[src/rtl/param_stack.sv]
// LIFO stack with registered pop data, sticky overflow/underflow flags and same-edge push+pop replace.
// Define PARAM_STACK_HWM_EN to track the high-water mark on hwm; otherwise hwm is tied to 0.
module param_stack #(
   parameter int WIDTH = 8,
   parameter int DEPTH = 16
) (
   input  logic                         clk,
   input  logic                         reset,
   input  logic                         push,
   input  logic                         pop,
   input  logic [WIDTH-1:0]             data_in,
   input  logic                         err_clr,
   output logic [WIDTH-1:0]             data_out,
   output logic                         out_valid,
   output logic [WIDTH-1:0]             top,
   output logic [$clog2(DEPTH):0]       count,
   output logic                         full,
   output logic                         empty,
   output logic                         error,
   output logic [1:0]                   err_code,
   output logic [$clog2(DEPTH):0]       hwm
);

   localparam int AW = $clog2(DEPTH);
   localparam logic [AW:0]   FULL_CNT = (AW+1)'(DEPTH);
   localparam logic [AW:0]   ONE_C    = 1;
   localparam logic [AW-1:0] ONE_A    = 1;

   logic [WIDTH-1:0] mem [DEPTH];

   logic [AW:0]      count_q, count_d;
   logic [WIDTH-1:0] data_out_q, data_out_d;
   logic             out_valid_q, out_valid_d;
   logic [1:0]       err_q, err_d;
   logic [AW-1:0]    top_idx, wr_idx;
   logic             wr_en, ovf, unf;

   assign full     = (count_q == FULL_CNT);
   assign empty    = (count_q == '0);
   // When full the low AW bits are zero, so the subtraction wraps to DEPTH-1 as intended.
   assign top_idx  = count_q[AW-1:0] - ONE_A;
   assign top      = empty ? '0 : mem[top_idx];
   assign count    = count_q;
   assign data_out = data_out_q;
   assign out_valid = out_valid_q;
   assign err_code = err_q;
   assign error    = |err_q;

   always_comb begin
      count_d     = count_q;
      data_out_d  = data_out_q;
      out_valid_d = 1'b0;
      wr_en       = 1'b0;
      wr_idx      = count_q[AW-1:0];
      ovf         = 1'b0;
      unf         = 1'b0;
      case ({push, pop})
         2'b10: begin
            if (full) begin
               ovf = 1'b1;
            end else begin
               wr_en   = 1'b1;
               count_d = count_q + ONE_C;
            end
         end
         2'b01: begin
            if (empty) begin
               unf = 1'b1;
            end else begin
               data_out_d  = mem[top_idx];
               out_valid_d = 1'b1;
               count_d     = count_q - ONE_C;
            end
         end
         2'b11: begin
            out_valid_d = 1'b1;
            if (empty) begin
               data_out_d = data_in;
            end else begin
               data_out_d = mem[top_idx];
               wr_en      = 1'b1;
               wr_idx     = top_idx;
            end
         end
         default: ;
      endcase
      // A fresh error on the clearing edge still lands.
      err_d = (err_clr ? 2'b00 : err_q) | {unf, ovf};
   end

   always_ff @(posedge clk) begin
      if (reset) begin
         count_q     <= '0;
         data_out_q  <= '0;
         out_valid_q <= 1'b0;
         err_q       <= 2'b00;
      end else begin
         count_q     <= count_d;
         data_out_q  <= data_out_d;
         out_valid_q <= out_valid_d;
         err_q       <= err_d;
      end
   end

   always_ff @(posedge clk) begin
      if (wr_en && !reset) begin
         mem[wr_idx] <= data_in;
      end
   end

`ifdef PARAM_STACK_HWM_EN
   logic [AW:0] hwm_q, hwm_d;

   assign hwm_d = (count_d > hwm_q) ? count_d : hwm_q;
   assign hwm   = hwm_q;

   always_ff @(posedge clk) begin
      if (reset) begin
         hwm_q <= '0;
      end else begin
         hwm_q <= hwm_d;
      end
   end
`else
   assign hwm = '0;
`endif

endmodule
[config.mk]
export PLATFORM = sky130hd
export DESIGN_NAME = param_stack
export DESIGN_NICKNAME = d
export VERILOG_FILES = /design/src/rtl/param_stack.sv
export SDC_FILE = /design/constraint.sdc
export NUM_CORES = 1
export LEC_CHECK = 0
export CAP_MARGIN = 40
export CORE_ASPECT_RATIO = 0.75
export CORE_MARGIN = 1.5
export CORE_UTILIZATION = 45
export CTS_CLUSTER_DIAMETER = 40
export DETAILED_ROUTE_END_ITERATION = 12
export PLACE_DENSITY = 0.6
export SETUP_SLACK_MARGIN = 0.05
export SLEW_MARGIN = 20
export SYNTH_ARGS = -nofsm -noshare
export SYNTH_HDL_FRONTEND = slang
export SYNTH_SLANG_ARGS = --single-unit
[constraint.sdc]
create_clock -name clk -period 6.1 [get_ports clk]
set_clock_uncertainty 0.1 [all_clocks]
set_input_delay 0.915 -clock clk [delete_from_list [all_inputs] [get_ports clk]]
set_output_delay 0.915 -clock clk [all_outputs]
set_load 0.02 [all_outputs]
Yosys cells after proc, flatten, opt, wreduce, memory -nomap -nowiden:

Memory sizes are Yosys's and may differ from the RTL's.
Cells that the tools add are included.

* bits of input ports: 13
* register bits: 16
* memory bits (writable): 128
* output and inout bits: 32
* logic and storage cells: 43
* memories kept: 1

* reduce and logical (&&, ||, !) cells: 8
* equality and inequality tests: 6
* multiplexer cells: 20
* bitwise logic cells: 1
* add/subtract/negate cells: 3

Memories
* mem: words 16, width 8, rd ports 1, clocked after memory_dff 0, write ports 1, RTL line 29 `logic [WIDTH-1:0] mem [DEPTH];`

Operators by type and width (count)
* 2-to-1 mux 8 bit: 3
* one-hot mux 8 bit (2 select lines): 1
* 2-to-1 mux 5 bit: 2
* one-hot mux 5 bit (2 select lines): 1
* 2-to-1 mux 1 bit: 8
* 2-to-1 mux 4 bit: 2
* adder 5 x 1 -> 5 bit (second input constant): 1
* equality test 5 bit (second input constant): 1
* zero test 5 bit: 1
* subtractor 5 x 1 -> 5 bit (second input constant): 1
* equality test 2 bit (second input constant): 2
* inequality test 2 bit (second input constant): 2
* one-hot mux 1 bit (2 select lines): 2
* nonzero test 2 bit: 2
* subtractor 4 x 1 -> 4 bit (second input constant): 1
* AND reduction 3 bit: 1
* equality test 2 x 1 -> 1 bit (second input constant): 1
* 2-to-1 mux 2 bit: 1
* bitwise OR 2 bit: 1
* AND reduction 2 bit: 1
* OR reduction 2 bit: 1
* logical AND 1 bit: 1
* zero test 1 bit: 1

Longest topological paths before layout:

* word-level depth: 6
* gate-level depth with buffers: 9
* mapped depth without buffers: 8

Worst setup path before layout:

OpenSTA, ideal clock, no wires.

* kind: flip-flop to output port
* start: reg count_q[1] (netlist: count[1])
* end: out top[0]
* stages on the path, launching flop included: 8
* arrival time: 2.427 ns
* slack: 2.658 ns
* buffers on the path: 2
* required time: 5.085 ns
* cells stage by stage: dfxtp_1 inv_1 ha_1 buf_2 clkbuf_1 mux4_2 a221oi_1 nor2_1

* word-level cells in the longest chain between the ends: 3
* elaborated cells between the ends (all ways): 4
* those cells by class: add/sub (1); mux (1); reduce/logical (1); memory (1)

Ends and longest elaborated chain
* start: declaration: RTL line 31 `logic [AW:0] count_q, count_d;`
* start signal: assignment: RTL line 98 `count_q <= count_d;`
* subtractor 4 x 1 -> 4 bit: RTL line 41 `assign top_idx = count_q[AW-1:0] - ONE_A;`
* memory (16 x 8 bit)
* 2-to-1 mux 8 bit (*): RTL line 42 `assign top = empty ? '0 : mem[top_idx];`
* end: declaration: RTL line 15 `output logic [WIDTH-1:0] top,`

Every way passes the cells marked *; elsewhere a longest branch is shown, timed or not.

Worst setup path in the final report:

Same ends and word-level chain as after synthesis.

==> results.sh <==
export IMPL_outcome="finished, final reports clean"
export IMPL_grt_remaining_overflow=0
export IMPL_synth_area_leaders="edfxtp_1 (62%), mux4_2 (12%), dfxtp_1 (5.2%)"
export IMPL_finalSetupTns_ns=0
export IMPL_pre_cts_ws_ns=1.56
export IMPL_numCtsBuffers=17
export IMPL_via_per_inst=5.69
export IMPL_dpl_cell_area_sq_um=6730
export IMPL_clk_latency_ns=0.42
export IMPL_synthArstFlopShare=0
export IMPL_hold_viol=0
export IMPL_htreeDepth=4
export IMPL_grt_pass1_vias=3484
export IMPL_antenna_found_initial=0
export IMPL_hp_start="err_code[0]"
export IMPL_wl_per_cell_um=21.9
export IMPL_final_cells=620
export IMPL_cts_hold_buffers=0
export IMPL_rr_worst_depth=7
export IMPL_first_pass_iters=5
export IMPL_yosys_warnings=0
export IMPL_ys_ff_latch=144
export IMPL_die_area_sq_um=14400
export IMPL_clockRootBuffer="clkbuf_16"
export IMPL_final_setup_worst_slack_ns=1.43
export IMPL_drive_above_1_share=0.232
export IMPL_drtIter0Drc=323
export IMPL_crit_required_ns=5.08
export IMPL_period_share=0.765
export IMPL_cap_violations=0
export IMPL_worstPathMaxFanout=16
export IMPL_synth_seq_area_share=0.677
export IMPL_syn_inst=376
export IMPL_final_fill_count=1009
export IMPL_min_period_ns=4.67
export IMPL_initial_core_util=0.468
export IMPL_core_sq_um=13200
export IMPL_leakagePower_nw=2.51
export IMPL_hpwl_um=9210
export IMPL_hp_class="flip-flop to flip-flop"
export IMPL_maxSlewViolCount=0
export IMPL_slew_headroom=0.415
export IMPL_layout_common_cells="edfxtp_1 (128), nor2_1 (40), clkdlybuf4s50_1 (39)"
export IMPL_drc_errors=0
export IMPL_die_y_um=104
export IMPL_power_density_nw_per_um2=407
export IMPL_r2r_end="mem[4][4]"
export IMPL_path_class="flip-flop to output pin"
export IMPL_n_antenna_cell=0
export IMPL_total_power_mw=3.04
export IMPL_reg2reg_from="count[1]"
export IMPL_vias=3525
export IMPL_synth_top_area_cell="edfxtp_1"
export IMPL_clock_path_buffers=2
export IMPL_grt_pass1_wl_um=20800
export IMPL_io_buffers=39
export IMPL_cts_resized=0
export IMPL_critical_path_endpoint_type="output pin"
export IMPL_clk_pin_slew_ns=0.06
export IMPL_areaGrowthSynthToFinish_pct=21.6
export IMPL_worst_ir_drop_vdd_mv=0.232
export IMPL_synth_edf_count=128
export IMPL_rsz0062_at_grt="false"
export IMPL_cp_arrival_ns=3.65
export IMPL_design_area_sq_um=7480
export IMPL_r2r_slack_ns=2.71
export IMPL_finalSetupViolCount=0
export IMPL_dp_cells=578
export IMPL_whs_ns=0.394
export IMPL_synthFlopType="edfxtp_1"
export IMPL_cts_setup_buffers=0
export IMPL_drt_wl_total_um=13600
export IMPL_final_common_cell="edfxtp_1"
export IMPL_min_to="err_code[0]"
export IMPL_min_path_cells=2
export IMPL_yosysUniqueCellTypes=49
export IMPL_cts_tree="done"
export IMPL_ant_nets=0
export IMPL_synth_top_cell_area_share=0.625
export IMPL_max_freq_ghz=0.214
export IMPL_gp_congestion=0.810
export IMPL_worst_pin_slew_ns=0.874
export IMPL_syn_area_sq_um=6150
export IMPL_grt_start_max_net_pins=43
export IMPL_track_usage=0.199
export IMPL_final_util=0.569
export IMPL_nets=455
export IMPL_die_x_um=138
export IMPL_rows=36
export IMPL_crit_path_start_kind="flip-flop"
export IMPL_clock_sinks=144
export IMPL_io_pins=45
export IMPL_avgSynthCellArea_sq_um=16.4
## how the worst max path moves through the flow
stage / from / to / slack (ns) / cells after the start
final: count[1] / top[0] / 1.43 / 10
after global routing: count[1] / top[0] / 1.19 / 10
after CTS: count[1] / top[0] / 1.39 / 10
after detailed placement: pop / mem[7][4] / 1.56 / 5
after global placement: count[1] / top[4] / 1.64 / 9
after floorplan: count[1] / top[0] / 2.66 / 7
## final cells by class
class                           count  area [sq um]  share of cell area
Sequential cell                   144          4170               0.557
Clock buffer                       21           470              0.0629
Clock inverter                     11           184              0.0246
Inverter                           24          91.3              0.0122
Tap cell                          171           214              0.0286
Timing Repair Buffer               60           588              0.0786
Multi-Input combinational cell    189          1770               0.236
## power by group
part	total, mW	switching, mW	internal [mW]
clock network	1.13	0.372	0.754
registers	1.15	0.0284	1.12
logic	0.768	0.436	0.331
## critical path, cell delays in order, from the launching register on
cell             delay [ns]
dfxtp_1                0.53
inv_1                  0.20
ha_1                   0.60
buf_16                 0.21
buf_4                  0.27
mux4_2                 0.34
inv_1                  0.07
o22ai_1                0.07
a221oi_1               0.30
nor2_1                 0.09
clkdlybuf4s50_1        0.55
## synth_stat cells (7+ instances only)
cell type  instances
nand2_1            8
o21ai_0           10
inv_1             23
dfxtp_1           16
o22ai_1           16
nor2_1            40
buf_4              7
a22oi_1            7
buf_2              8
mux4_2            32
a21oi_1            8
edfxtp_1         128
## cells by family after synthesis
family | count (synthesis) | share of synthesized area
DFF | 144 | 0.677
adders and majority gates | 6 | 0.0134
muxes | 32 | 0.117
other | 1 | 0.000610
xor gates and xnor gates | 7 | 0.00997
buffers and inverters | 47 | 0.0384
AOI/OAI and AO/OA | 67 | 0.0868
and+or+nand+nor | 72 | 0.0567
## layer usage
metal	vias up	wire length, um	global-route usage
met3	13	806	0.0516
met5	-	0	0
met2	136	6120	0.284
met4	0	112	0.0617
li1	1583	-	-
met1	1793	6540	0.301
## state kept, by name, indices dropped and copies added, names as in the netlist
register   cells
count          5
data_out       8
err_code       2
mem          128
out_valid      1
(Power assumes the default switching activity.)
